## src/rtl/uart_pkg.sv

```systemverilog
// UART shared definitions: receiver state encoding and data-bits configuration codes.
// Used by both the receive deserializer and the transmitter.
package uart_pkg;

    // Receiver framing states.
    typedef enum logic [2:0] {
        IDLE,
        START,
        DATA,
        PARITY,
        STOP,
        BRK_WAIT
    } rx_state_t;

    // Encoding of the 2-bit data-bits configuration field.
    localparam logic [1:0] DATA_BITS_5 = 2'b00;
    localparam logic [1:0] DATA_BITS_6 = 2'b01;
    localparam logic [1:0] DATA_BITS_7 = 2'b10;
    localparam logic [1:0] DATA_BITS_8 = 2'b11;

    // Index of the last data bit in a character: 5 data bits -> 4, 8 data bits -> 7.
    function automatic logic [2:0] last_bit_idx(input logic [1:0] data_bits_code);
        return 3'd4 + {1'b0, data_bits_code};
    endfunction

endpackage : uart_pkg

```

## src/rtl/uart_sync_ff.sv

```systemverilog
// Multi-flop synchronizer for a single asynchronous input bit.
// The reset value is a parameter so a serial line can come out of reset at its idle level.
module uart_sync_ff #(
    parameter int   SYNC_STAGES = 2,
    parameter logic RESET_VALUE = 1'b1
) (
    input  logic clk,
    input  logic reset_n,
    input  logic d,
    output logic q
);

    logic [SYNC_STAGES-1:0] sync_q;

    // Shift the asynchronous input through the flop chain.
    always_ff @(posedge clk or negedge reset_n) begin
        if (!reset_n) begin
            // NOTE: the chain resets to the line's idle level, not to 0; a 0 here would
            // look like a start bit the moment reset is released.
            sync_q <= {SYNC_STAGES{RESET_VALUE}};
        end else begin
            // NOTE: non-blocking assignment, so each stage captures the previous stage's
            // value from before this edge and the chain really is SYNC_STAGES deep.
            sync_q <= {sync_q[SYNC_STAGES-2:0], d};
        end
    end

    assign q = sync_q[SYNC_STAGES-1];

endmodule : uart_sync_ff

```

## src/rtl/uart_rx_deserializer.sv

```systemverilog
// Serial-to-parallel receive stage of the APB UART.
// Oversamples the synchronized rx line, frames start/data/parity/stop bits and pushes
// one character with its error flags per frame into the receiver FIFO.
module uart_rx_deserializer
    import uart_pkg::*;
#(
    parameter int OVERSAMPLE  = 16,
    parameter int SYNC_STAGES = 2
) (
    input  logic       clk,
    input  logic       reset_n,
    input  logic       baud_tick_i,
    input  logic       rx_i,
    input  logic       rx_en_i,
    input  logic [1:0] cfg_data_bits_i,
    input  logic       cfg_parity_en_i,
    input  logic       cfg_parity_even_i,
    input  logic       fifo_full_i,
    output logic [7:0] rx_data_o,
    output logic       rx_push_o,
    output logic       rx_parity_err_o,
    output logic       rx_frame_err_o,
    output logic       rx_break_o,
    output logic       rx_overrun_o,
    output logic       rx_busy_o
);

    localparam int                CNT_W     = $clog2(OVERSAMPLE);
    localparam logic [CNT_W-1:0]  SAMPLE_PT = CNT_W'(OVERSAMPLE / 2 - 1);

    rx_state_t        state_q;
    logic             rx_s;
    logic [CNT_W-1:0] cnt_q;
    logic [2:0]       bit_idx_q;
    logic [7:0]       shift_q;

    // Frame configuration captured when the start bit is validated.
    logic [2:0]       last_idx_q;
    logic             par_en_q;
    logic             par_even_q;

    // Parity result and raw parity bit of the frame in progress.
    logic             perr_pend_q;
    logic             par_bit_q;

    logic             sample_pt;
    logic             stop_ferr;
    logic             stop_brk;

    uart_sync_ff #(
        .SYNC_STAGES (SYNC_STAGES),
        .RESET_VALUE (1'b1)
    ) u_rx_sync (
        .clk     (clk),
        .reset_n (reset_n),
        .d       (rx_i),
        .q       (rx_s)
    );

    assign sample_pt = baud_tick_i && (cnt_q == SAMPLE_PT);

    // A low stop bit is a framing error; it is a break when every other bit was low too.
    assign stop_ferr = ~rx_s;
    assign stop_brk  = stop_ferr && (shift_q == 8'h00) && (!par_en_q || !par_bit_q);

    assign rx_busy_o = (state_q != IDLE);

    // Receive FSM, bit-position counter, data shifter and registered outputs.
    always_ff @(posedge clk or negedge reset_n) begin
        if (!reset_n) begin
            state_q         <= IDLE;
            cnt_q           <= '0;
            bit_idx_q       <= '0;
            shift_q         <= '0;
            last_idx_q      <= '0;
            par_en_q        <= 1'b0;
            par_even_q      <= 1'b0;
            perr_pend_q     <= 1'b0;
            par_bit_q       <= 1'b0;
            rx_data_o       <= '0;
            rx_push_o       <= 1'b0;
            rx_parity_err_o <= 1'b0;
            rx_frame_err_o  <= 1'b0;
            rx_break_o      <= 1'b0;
            rx_overrun_o    <= 1'b0;
        end else begin
            // NOTE: the strobes default low here so a single assignment further down
            // produces exactly a one-cycle pulse.
            rx_push_o    <= 1'b0;
            rx_overrun_o <= 1'b0;

            if (state_q inside {START, DATA, PARITY, STOP} && baud_tick_i) begin
                cnt_q <= cnt_q + 1'b1;
            end

            if (!rx_en_i) begin
                // Receiver disabled: abandon any frame, keep the last reported flags.
                state_q <= IDLE;
                cnt_q   <= '0;
            end else begin
                case (state_q)
                    IDLE: begin
                        cnt_q <= '0;
                        if (!rx_s) begin
                            state_q <= START;
                        end
                    end

                    START: begin
                        if (sample_pt) begin
                            if (rx_s) begin
                                state_q <= IDLE;
                            end else begin
                                state_q     <= DATA;
                                bit_idx_q   <= '0;
                                shift_q     <= '0;
                                last_idx_q  <= last_bit_idx(cfg_data_bits_i);
                                par_en_q    <= cfg_parity_en_i;
                                par_even_q  <= cfg_parity_even_i;
                                perr_pend_q <= 1'b0;
                                par_bit_q   <= 1'b0;
                            end
                        end
                    end

                    DATA: begin
                        if (sample_pt) begin
                            shift_q[bit_idx_q] <= rx_s;
                            if (bit_idx_q == last_idx_q) begin
                                state_q <= par_en_q ? PARITY : STOP;
                            end else begin
                                bit_idx_q <= bit_idx_q + 3'd1;
                            end
                        end
                    end

                    PARITY: begin
                        if (sample_pt) begin
                            perr_pend_q <= ^shift_q ^ rx_s ^ ~par_even_q;
                            par_bit_q   <= rx_s;
                            state_q     <= STOP;
                        end
                    end

                    STOP: begin
                        if (sample_pt) begin
                            rx_data_o       <= shift_q;
                            rx_parity_err_o <= perr_pend_q;
                            rx_frame_err_o  <= stop_ferr;
                            rx_break_o      <= stop_brk;
                            if (fifo_full_i) begin
                                rx_overrun_o <= 1'b1;
                            end else begin
                                rx_push_o <= 1'b1;
                            end
                            state_q <= stop_brk ? BRK_WAIT : IDLE;
                        end
                    end

                    BRK_WAIT: begin
                        cnt_q <= '0;
                        if (rx_s) begin
                            state_q <= IDLE;
                        end
                    end

                    default: begin
                        state_q <= IDLE;
                    end
                endcase
            end
        end
    end

endmodule : uart_rx_deserializer

```

## config.mk

```make
export PLATFORM = sky130hd
export DESIGN_NAME = uart_rx_deserializer
export DESIGN_NICKNAME = d
export VERILOG_FILES = /design/src/rtl/uart_pkg.sv /design/src/rtl/uart_sync_ff.sv /design/src/rtl/uart_rx_deserializer.sv
export SDC_FILE = /design/constraint.sdc
export NUM_CORES = 1
export LEC_CHECK = 0
export ABC_AREA = 1
export ABC_CLOCK_PERIOD_IN_PS = 3700
export CORE_MARGIN = 2
export CORE_UTILIZATION = 46
export DETAILED_ROUTE_END_ITERATION = 10
export GPL_TIMING_DRIVEN = 1
export PLACE_DENSITY = 0.67
export SETUP_SLACK_MARGIN = 0.5
export SLEW_MARGIN = 40
export SYNTH_ARGS = -nofsm -noshare
export SYNTH_HDL_FRONTEND = slang
export SYNTH_SLANG_ARGS = --single-unit
```

## constraint.sdc

```tcl
create_clock -name clk -period 3.7 [get_ports clk]
set_clock_uncertainty 0.2 [all_clocks]
set_input_delay 0.74 -clock clk [delete_from_list [all_inputs] [get_ports clk]]
set_output_delay 0.74 -clock clk [all_outputs]
set_load 0.05 [all_outputs]
```

Word level (Yosys, flattened, before mapping)
Cells that the tools add are included.
Word-level totals
  bits in registers: 40
  output and inout port bits: 14
  logic and storage cells: 108
Operators by class
  add/subtract/negate cells: 3
  order comparisons: 2
  eq/ne operators: 20
  multiplexer cells: 41
  bitwise logic cells: 4
  reduce and logical (&&, ||, !) cells: 22
Operator list (number)
  3-bit 2-to-1 mux: 14
  8-bit 2-to-1 mux: 3
  3-bit one-hot mux with 6 select lines: 1
  8-bit one-hot mux with 2 select lines: 1
  3-bit != test (second input constant): 5
  1-bit 2-to-1 mux: 13
  4-bit 2-to-1 mux: 3
  2-bit != test (second input constant): 5
  5-bit AND reduction: 2
  3-bit by 2-bit != test with 1-bit output (second input constant): 3
  8-bit bitwise mux: 1
  8-bit zero test: 1
  8-bit XOR reduction: 1
  7-bit AND reduction: 1
  3-bit by 2-bit equality test with 1-bit output (second input constant): 2
  3-bit equality test (second input constant): 2
  3-bit one-hot mux with 2 select lines: 1
  6-bit AND reduction: 1
  1-bit logical AND: 5
  4-bit by 1-bit adder with 4-bit output (second input constant): 1
  4-bit by 3-bit equality test with 1-bit output (second input constant): 1
  3-bit by 4-bit less-than comparator with 1-bit output (second input constant): 1
  1-bit one-hot mux with 2 select lines: 2
  4-bit AND reduction: 1
  17 further kinds: 21

Longest topological paths before layout
Gate-level depths: netlist of the first run.
  depth in word-level cells: 7
  gate-level depth with buffers: 9

Modules after synthesis
A second synthesis of the first run with hierarchy kept.
Second synthesis, totals
  cells, all modules: 254
  area total of the unflattened synthesis: 2137.0 sq um
By module, submodules not included
  uart_rx_deserializer: instances 1, cells an instance 252, area each 2084.5 sq um
  uart_sync_ff: instances 1, cells an instance 2, area each 52.6 sq um

Worst setup path before layout of the first run
OpenSTA, ideal clock, no wires.
  path type: reg2out
  from: register state_q[2]
  to: output port rx_busy_o
  data arrival time: 0.910 ns
  slack: 1.850 ns
  stages on the path, launching flop included: 3
  buffers on the path: 0
  cells stage by stage: dfrtp_1 inv_2 nand2_1
On the way
  cells in the longest elaborated chain, start to end: 1
Ends and longest elaborated chain
  start, declared: line uart_rx_deserializer.sv:31  | rx_state_t state_q;
  start signal, assigned: line uart_rx_deserializer.sv:130  | state_q <= par_en_q ? PARITY : STOP;
  start signal, assigned: line uart_rx_deserializer.sv:156  | state_q <= stop_brk ? BRK_WAIT : IDLE;
  3-bit nonzero test: line uart_rx_deserializer.sv:66  | assign rx_busy_o = (state_q != IDLE);
  end, declared: line uart_rx_deserializer.sv:25  | output logic rx_busy_o
No other way between the ends.

Final worst setup path of the first run
Same ends and word-level chain as after synthesis.

==> results of run 1 <==
## Yosys cell counts
cell / count / area [sq um]
nand2_1: 84 / 315
dfrtp_1: 38 / 951
inv_1: 24 / 90.1
nand4_1: 16 / 100
o21ai_1: 16 / 80.1
nand3_1: 15 / 75.1
nor2_1: 15 / 56.3
o21ai_0: 9 / 45.0
ha_1: 6 / 75.1
inv_2: 6 / 22.5
nand2_2: 6 / 37.5
buf_6: 5 / 56.3
xnor2_1: 4 / 35.0
buf_2: 3 / 15.0
nor2_2: 3 / 18.8
a21oi_4: 2 / 32.5
dfstp_2: 2 / 52.6
nor2_4: 2 / 22.5
nor3_1: 2 / 10.0
xor2_1: 2 / 17.5
a21oi_1: 1 / 5.00
and3_1: 1 / 6.26
nand2_4: 1 / 11.3
nand4_2: 1 / 12.5
nor3_2: 1 / 10.0
o211ai_1: 1 / 7.51
o21a_1: 1 / 7.51
o21ai_2: 1 / 8.76
## logic make-up (layout without fill, tap and decap cells)
group / Yosys count / in the layout / synth area share, %
xor gates and xnor gates: 6 / 6 / 2.41
DFF: 40 / 40 / 46.1
adders and majority gates: 6 / 6 / 3.45
and+or+nand+nor: 147 / 147 / 31.0
buffers and inverters: 38 / 61 / 8.45
AOI/OAI and AO/OA: 31 / 31 / 8.56
## layout make-up
cell class / instances / area (sq um) / share of cell area, %
Inverter: 30 / 113 / 4.52
Timing Repair Buffer: 23 / 228 / 9.14
Multi-Input combinational cell: 190 / 990 / 39.7
Clock buffer: 8 / 90.1 / 3.62
Sequential cell: 40 / 1000 / 40.3
Tap cell: 54 / 67.6 / 2.71
## registers in the layout, indices dropped and copies added, names as in the netlist
signal,count
bit_idx_q,3
rx_break_o,1
u_rx_sync.sync_q,2
par_en_q,1
rx_parity_err_o,1
rx_push_o,1
perr_pend_q,1
last_idx_q,3
cnt_q,4
rx_frame_err_o,1
par_even_q,1
shift_q,8
rx_overrun_o,1
par_bit_q,1
rx_data_o,8
state_q,3
## layer usage
metal / part of all wire [%] / track usage [%] / wire length [um]
met2: 43 / 27.3 / 1790
met1: 51 / 23.9 / 2120
met3: 3.7 / 3.31 / 151
met5: 0 / 0 / 0
met4: 1.6 / 6.79 / 67
## critical path, cell delays in order (launching register included)
cell             delay, ns
dfrtp_1               0.52
inv_2                 0.11
nand2_1               0.10
clkdlybuf4s50_1       0.80
## where the power goes
| group | leakage (nW) | internal [mW] | switching (mW) | total, mW |
|---|---|---|---|---|
| clock | 0.0455 | 0.152 | 0.151 | 0.303 |
| sequential | 0.535 | 0.448 | 0.0188 | 0.467 |
| combinational | 0.632 | 0.0619 | 0.135 | 0.197 |
## final timing paths
check | from | endpoint
min in group asynchronous | reset_n | rx_overrun_o
hold reg to reg | u_rx_sync.sync_q[0] | u_rx_sync.sync_q[1]
hold / removal | u_rx_sync.sync_q[0] | u_rx_sync.sync_q[1]
max in group asynchronous | reset_n | u_rx_sync.sync_q[1]
setup reg to reg | cnt_q[0] | shift_q[2]
setup / recovery | state_q[2] | rx_busy_o
==> flow_metrics.env, run 1 <==
export IMPL_fin_util_pct=53.8
export IMPL_finalHoldViolCount=0
export IMPL_syn2layout_area_growth_pct=14.4
export IMPL_core_area_sq_um=4630
export IMPL_grt_pass1_vias=1605
export IMPL_layout_common_cells="nand2_1, dfrtp_1, inv_1"
export IMPL_tritoncts="built"
export IMPL_fillers=439
export IMPL_avgSynthCellArea_sq_um=8.12
export IMPL_floorplan_initialDensity_pct=47.0
export IMPL_crit_path_end_kind="primary output"
export IMPL_critPathMaxFanout=7
export IMPL_synth_seq_area_share_pct=46.1
export IMPL_rows=25
export IMPL_slew_headroom_pct=66.6
export IMPL_fin_tns_setup_ns=0
export IMPL_dp_cells=337
export IMPL_cts_buffers=5
export IMPL_fin_ws_ns=0.934
export IMPL_port_buffer_count=23
export IMPL_worst_pin_slew_ns=0.499
export IMPL_hp_class="reg2reg"
export IMPL_insertion_delay_ns=0.29
export IMPL_design_area_sq_um=2490
export IMPL_dp_hpwl_um=3010
export IMPL_antenna_found_initial=0
export IMPL_fin_crit_sh_pct=74.8
export IMPL_vdd_drop_max_uv=154
export IMPL_cp_data_arrival_time_ns=1.83
export IMPL_status="completed"
export IMPL_post_cts_buffers=0
export IMPL_drive_above_1_share_pct=11.0
export IMPL_drtIter0Drc=94
export IMPL_ctsResizeCount=0
export IMPL_die_w_um=72.8
export IMPL_nets=306
export IMPL_post_place_ws_ns=1.11
export IMPL_gp_congestion=0.843
export IMPL_p_total_mw=0.967
export IMPL_power_per_cell_area_nw_per_um2=388
export IMPL_die_area_sq_um=5300
export IMPL_rrSetupSlack_ns=1.79
export IMPL_grtUsageTotal_pct=17.4
export IMPL_placed_cell_area_sq_um=2400
export IMPL_postCtsHoldBufs=0
export IMPL_cts_sinks=40
export IMPL_grt_pass1_wl_um=7170
export IMPL_syn_inst=268
export IMPL_grt_max_degree=41
export IMPL_drt_vias_per_instance=5.09
export IMPL_yosys_warnings=0
export IMPL_rsz0062_at_grt="no"
export IMPL_diodes=0
export IMPL_final_antenna_net_count=0
export IMPL_clkTransAtPathRegs_ns=0.08
export IMPL_final_common_cell="nand2_1"
export IMPL_reg2regPathDepth=8
export IMPL_fin_cells=345
export IMPL_p_leak_nw=1.21
export IMPL_drv_cap=0
export IMPL_vias=1756
export IMPL_fin_crit_ns=2.77
export IMPL_clockBufferDepth=2
export IMPL_die_height_um=72.8
export IMPL_drv_slew=0
export IMPL_grt_overflow=0
export IMPL_cts_htree_levels=2
export IMPL_synth_distinct_cells=28
export IMPL_setup_violations_final=0
export IMPL_hold_depth=0
export IMPL_crit_required_ns=2.76
export IMPL_firstDrtPassIters=4
export IMPL_ioPinCount=24
export IMPL_drc=0
export IMPL_fmax_mhz=362
export IMPL_root_buffer="clkbuf_8"
export IMPL_drt_total_wl_um=4130
export IMPL_wl_per_cell_um=12.0
export IMPL_synth_area_sq_um=2180
export IMPL_worstSetupStartpointType="flip-flop"
export IMPL_synth_seq_cells=40
export IMPL_syn_num_nets=284
export IMPL_holdWs_ns=0.158
export IMPL_crit_type="reg2out"
Note: power is estimated with default switching activity, not from simulation.
==> run 2: changes to the inputs <==
ABC_CLOCK_PERIOD_IN_PS = 2600   (was 3700)
clock period = 2.6 ns   (was 3.7 ns; I/O delays follow)
==> run 2 against run 1 <==
Against the previous run: the run now ends with negative hold slack left; design area up 0.70%; first-iteration DRC count down 16%; worst hold slack got worse by 0.18 ns; critical path type unchanged.
==> flow_metrics.env, run 2 (synthesized netlist as in run 1, its figures left out) <==
export IMPL_rsz0062_at_grt="no"
export IMPL_status="complete, but fails checks"
export IMPL_die_area_sq_um=5300
export IMPL_reg_top3="rx_data_o x8, shift_q x8, cnt_q x4"
export IMPL_drive_above_1_share_pct=12.9
export IMPL_drc=0
export IMPL_setup_violations_final=0
export IMPL_drv_slew=0
export IMPL_floorplan_initialDensity_pct=47.0
export IMPL_fin_tns_setup_ns=0
export IMPL_fmax_mhz=514
export IMPL_port_buffer_count=23
export IMPL_antenna_found_initial=0
export IMPL_die_w_um=72.8
export IMPL_worstSetupStartpointType="flip-flop"
export IMPL_final_common_cell="nand2_1"
export IMPL_hp_class="in2async"
export IMPL_tritoncts="built"
export IMPL_final_antenna_net_count=0
export IMPL_clkTransAtPathRegs_ns=0.07
export IMPL_crit_type="reg2out"
export IMPL_drt_vias_per_instance=5.11
export IMPL_crit_path_end_kind="primary output"
export IMPL_grt_max_degree=41
export IMPL_grt_pass1_wl_um=7310
export IMPL_root_buffer="clkbuf_8"
export IMPL_grtUsageTotal_pct=18.0
export IMPL_insertion_delay_ns=0.29
export IMPL_drt_total_wl_um=4080
export IMPL_rrSetupSlack_ns=0.78
export IMPL_dp_hpwl_um=2950
export IMPL_use_met1_pct=24.8
export IMPL_nets=309
export IMPL_cp_data_arrival_time_ns=1.23
export IMPL_grtUsageMet2_pct=27.3
export IMPL_firstDrtPassIters=4
export IMPL_violations="negative hold slack"
export IMPL_wl_per_cell_um=11.7
export IMPL_grt_overflow=0
export IMPL_postCtsHoldBufs=0
export IMPL_crit_required_ns=1.88
export IMPL_layout_common_cells="nand2_1, dfrtp_1, inv_1"
export IMPL_power_per_cell_area_nw_per_um2=544
export IMPL_drv_cap=0
export IMPL_drtIter0Drc=79
export IMPL_core_area_sq_um=4630
export IMPL_grt_use_met3_pct=4.14
export IMPL_holdWs_ns=-0.0170
export IMPL_cts_htree_levels=2
export IMPL_r2r_start="u_rx_sync.sync_q[1]"
export IMPL_reg2regPathDepth=8
export IMPL_p_total_mw=1.36
export IMPL_finalHoldViolCount=18
export IMPL_gp_congestion=0.819
export IMPL_vdd_drop_max_uv=394
export IMPL_fin_crit_ns=1.95
export IMPL_slew_headroom_pct=66.8
export IMPL_cts_buffers=5
export IMPL_worst_pin_slew_ns=0.498
export IMPL_grt_pass1_vias=1624
export IMPL_clockBufferDepth=2
export IMPL_syn2layout_area_growth_pct=15.2
export IMPL_ioPinCount=24
export IMPL_die_height_um=72.8
export IMPL_p_leak_nw=1.29
export IMPL_fin_crit_sh_pct=74.9
export IMPL_critPathMaxFanout=8
export IMPL_cts_sinks=40
export IMPL_gr_max_usage_layer="met2"
export IMPL_rows=25
export IMPL_fin_util_pct=54.2
export IMPL_regToRegEndpoint="bit_idx_q[0]"
export IMPL_vias=1777
export IMPL_diodes=0
## run 2: cell count changes in the layout (fill, tap and decap cells not counted)
cell | before | now
buf_12 | 0 | 1
dfrtp_2 | 0 | 1
dfrtp_1 | 38 | 37
buf_4 | 1 | 3
clkdlybuf4s50_1 | 22 | 8
buf_2 | 0 | 1
dlygate4sd2_1 | 0 | 13
nor2_2 | 3 | 4
nor2_1 | 15 | 14
## run 2: cell type report
cell class | count | area (sq um)
timing repair buffer | 26 | 241
sequential | 40 | 1000
clock buffer | 8 | 90.1
multi-input combinational | 190 | 992
inverter | 30 | 113
tap | 54 | 67.6
fill | 439 | 2120
## run 2: how the worst max path moves through the flow
stage / start / end / slack, ns / depth (start not counted)
6_report: state_q[0] / rx_busy_o / 0.65 / 3
5_1_grt: baud_tick_i / shift_q[2] / 0.53 / 9
4_1_cts: state_q[2] / rx_busy_o / 0.49 / 3
3_5_place_dp: baud_tick_i / shift_q[1] / 0.23 / 8
3_3_place_gp: baud_tick_i / shift_q[1] / 0.31 / 8
2_1_floorplan: state_q[2] / cnt_q[2] / 0.81 / 7
## run 2: stage by stage
stage               cells  hold WS, ns  cell area [sq um]  setup slack (ns)
finish                348      -0.0170               2510             0.653
global route          348       0.0275               2510             0.533
CTS                   346      0.00875               2480             0.487
detailed placement    338        0.147               2410             0.232
global placement      338        0.146               2410             0.313
floorplan             268       0.0244               2180             0.805
## run 2: per-layer routing
layer	routed length (um)	vias to the layer above	part of all wire, %
li1	-	912	-
met1	2070	819	51
met2	1790	40	44
met3	150	6	3.7
met4	70	0	1.7
met5	0	-	0
## run 2: power by group
group | switching [mW] | internal [mW]
clock network | 0.210 | 0.216
logic | 0.191 | 0.0814
registers | 0.0271 | 0.638
## run 2: critical path, cell delays in order (launching register included)
cell and delay (ns):
dfrtp_1 0.48, nor2_2 0.16, nand2_1 0.08, buf_2 0.21
## run 2: what timing repair did
action,CTS,global route
pin swaps,0,0
gates cloned,0,0
buffers inserted,0,2
setup endpoints to repair,14,10
gates resized for setup,16,4
==> run 3: changes to the inputs <==
ABC_CLOCK_PERIOD_IN_PS = 1800   (was 2600)
clock period = 1.8 ns   (was 2.6 ns; I/O delays follow)
==> run 3 against run 2 <==
Against the previous run: the run now ends clean; design area grew 31%; die area is the same; clock power grew 49%; sequential cell count is the same; clock-buffer cell count shrank 2; sequential power grew 44%; register-to-register slack lost 0.65 ns; total power grew 79%; non-clock buffer count grew 45; cell count grew 14%; largest cell class is now multi-input combinational cells.
==> flow_metrics.env, run 3 (synthesized netlist as in run 1, its figures left out) <==
export IMPL_nets=356
export IMPL_fin_ws_ns=0.0793
export IMPL_fin_crit_sh_pct=95.6
export IMPL_clkPwrFrac_pct=26.1
export IMPL_design_area_sq_um=3300
export IMPL_gp_congestion=0.799
export IMPL_fin_crit_ns=1.72
export IMPL_placed_cell_area_sq_um=2740
export IMPL_firstDrtPassIters=4
export IMPL_finalHoldViolCount=0
export IMPL_insertion_delay_ns=0.30
export IMPL_status="completed"
export IMPL_cts_sinks=40
export IMPL_die_w_um=72.8
export IMPL_drc=0
export IMPL_rsz0062_at_grt="yes"
export IMPL_seqPwrFrac_pct=39.3
export IMPL_hold_end="u_rx_sync.sync_q[1]"
export IMPL_drive_above_1_share_pct=39.0
export IMPL_cts_buffers=5
export IMPL_core_area_sq_um=4630
export IMPL_crit_type="reg2out"
export IMPL_port_buffer_count=23
export IMPL_p_int_mw=1.59
export IMPL_setup_violations_final=0
export IMPL_drt_total_wl_um=5290
export IMPL_hp_class="reg2reg"
export IMPL_crit_required_ns=1.24
export IMPL_power_per_cell_area_nw_per_um2=741
export IMPL_grt_pass1_wl_um=8710
export IMPL_post_place_ws_ns=-0.274
export IMPL_grt_pass1_vias=1888
export IMPL_grt_max_degree=23
export IMPL_cp_slowest_cell="dfrtp_2"
export IMPL_p_leak_nw=1.58
export IMPL_worst_pin_slew_ns=0.267
export IMPL_regToRegEndpoint="shift_q[0]"
export IMPL_switching_share_pct=34.8
export IMPL_drtIter0Drc=115
export IMPL_reg_top3="rx_data_o x8, shift_q x8, cnt_q x4"
export IMPL_die_area_sq_um=5300
export IMPL_fmax_mhz=581
export IMPL_drv_cap=0
export IMPL_cp_data_arrival_time_ns=1.16
export IMPL_final_common_cell="nand2_1"
export IMPL_syn2layout_area_growth_pct=51.4
export IMPL_reg2regPathDepth=8
export IMPL_layout_common_cells="nand2_1, buf_4, dfrtp_1"
export IMPL_p_total_mw=2.44
export IMPL_worstSetupStartpointType="flip-flop"
export IMPL_vias=2019
export IMPL_rows=25
export IMPL_rrSetupSlack_ns=0.13
export IMPL_clockBufferDepth=2
export IMPL_slew_headroom_pct=82.1
export IMPL_hold_start="u_rx_sync.sync_q[0]"
export IMPL_hold_depth=0
export IMPL_drv_slew=0
export IMPL_drt_vias_per_instance=5.11
export IMPL_comb_power_share_pct=34.6
export IMPL_root_buffer="clkbuf_8"
export IMPL_fin_tns_setup_ns=0
export IMPL_ioPinCount=24
export IMPL_grt_overflow=0
export IMPL_tritoncts="built"
export IMPL_holdWs_ns=0.157
export IMPL_p_sw_mw=0.851
export IMPL_clkTransAtPathRegs_ns=0.07
export IMPL_worstPathCellList="nor2_4 > nand2_4 > buf_12"
export IMPL_max_stage_delay_ns=0.48
export IMPL_vdd_drop_max_uv=399
export IMPL_critPathMaxFanout=4
export IMPL_floorplan_initialDensity_pct=47.0
export IMPL_die_height_um=72.8
export IMPL_final_antenna_net_count=0
export IMPL_diodes=0
export IMPL_wl_per_cell_um=13.4
export IMPL_r2r_start="cnt_q[0]"
export IMPL_dp_hpwl_um=3470
export IMPL_grtUsageTotal_pct=21.5
export IMPL_crit_path_end_kind="primary output"
export IMPL_antenna_found_initial=0
export IMPL_cts_htree_levels=2
[run 3: changes by cell type in the layout (fill, tap and decap cells not counted), moves of 4 or more]
cell           delta
nand3_1           -7
ha_1              -4
inv_1             -7
nand3_2           +6
buf_4            +35
o21ai_1           +6
nand2_4           +5
nand2_1           -9
o21ai_0           -8
buf_12           +12
dlygate4sd2_1    -11
buf_6            +10
ha_4              +4
[run 3: critical path: cells and delay by family, from the launching register on]
kind	cells	cell delay [ns]
DFF	1	0.48
and+or+nand+nor	2	0.23
buffers and inverters	1	0.15
[run 3: routing by layer]
metal	vias up	track usage [%]	part of all wire, %
met5	-	0	0
met4	0	6.38	2.1
met3	13	4.56	3.9
met2	58	36.7	50
met1	929	27.4	44
li1	1019	-	-
[run 3: power by group through the flow]
stage	Combinational, mW	Sequential, mW	Clock (mW)
floorplan	0.404	0.957	0
global placement	0.532	0.979	0
detailed placement	0.541	0.981	0
CTS	0.714	0.953	0.650
global route	0.895	0.961	0.685
finish	0.846	0.959	0.638
[run 3: repair_timing]
item	CTS	global route
endpoints found under the setup margin	52	52
setup buffers	23	5
hold endpoints to repair	25	0
hold buffers	1	0
gates cloned	2	0
pin swaps	14	15
resized for setup	37	26
[run 3: how the worst max path moves through the flow]
stage	start	endpoint	slack (ns)	cells past startpoint
floorplan	cnt_q[0]	shift_q[6]	0.21	9
global route	state_q[1]	rx_busy_o	0.05	3
global placement	baud_tick_i	shift_q[3]	-0.22	8
finish	state_q[1]	rx_busy_o	0.08	3
detailed placement	baud_tick_i	shift_q[5]	-0.27	8
CTS	state_q[0]	rx_busy_o	0.15	3
[run 3: cell type report]
type,count,area (sq um)
Clock buffer,6,82.6
Clock inverter,2,10.0
Fill cell,332,1330
Inverter,30,126
Multi-Input combinational cell,192,1250
Sequential cell,40,1010
Tap cell,54,67.6
Timing Repair Buffer,71,751
[run 3: per-stage QoR]
| stage | instances | utilization (%) |
|---|---|---|
| 2_1_floorplan | 268 | - |
| 3_3_place_gp | 356 | 59.3 |
| 3_5_place_dp | 356 | 59.3 |
| 4_1_cts | 390 | 68.1 |
| 5_1_grt | 395 | 71.2 |
| 6_report | 395 | 71.2 |
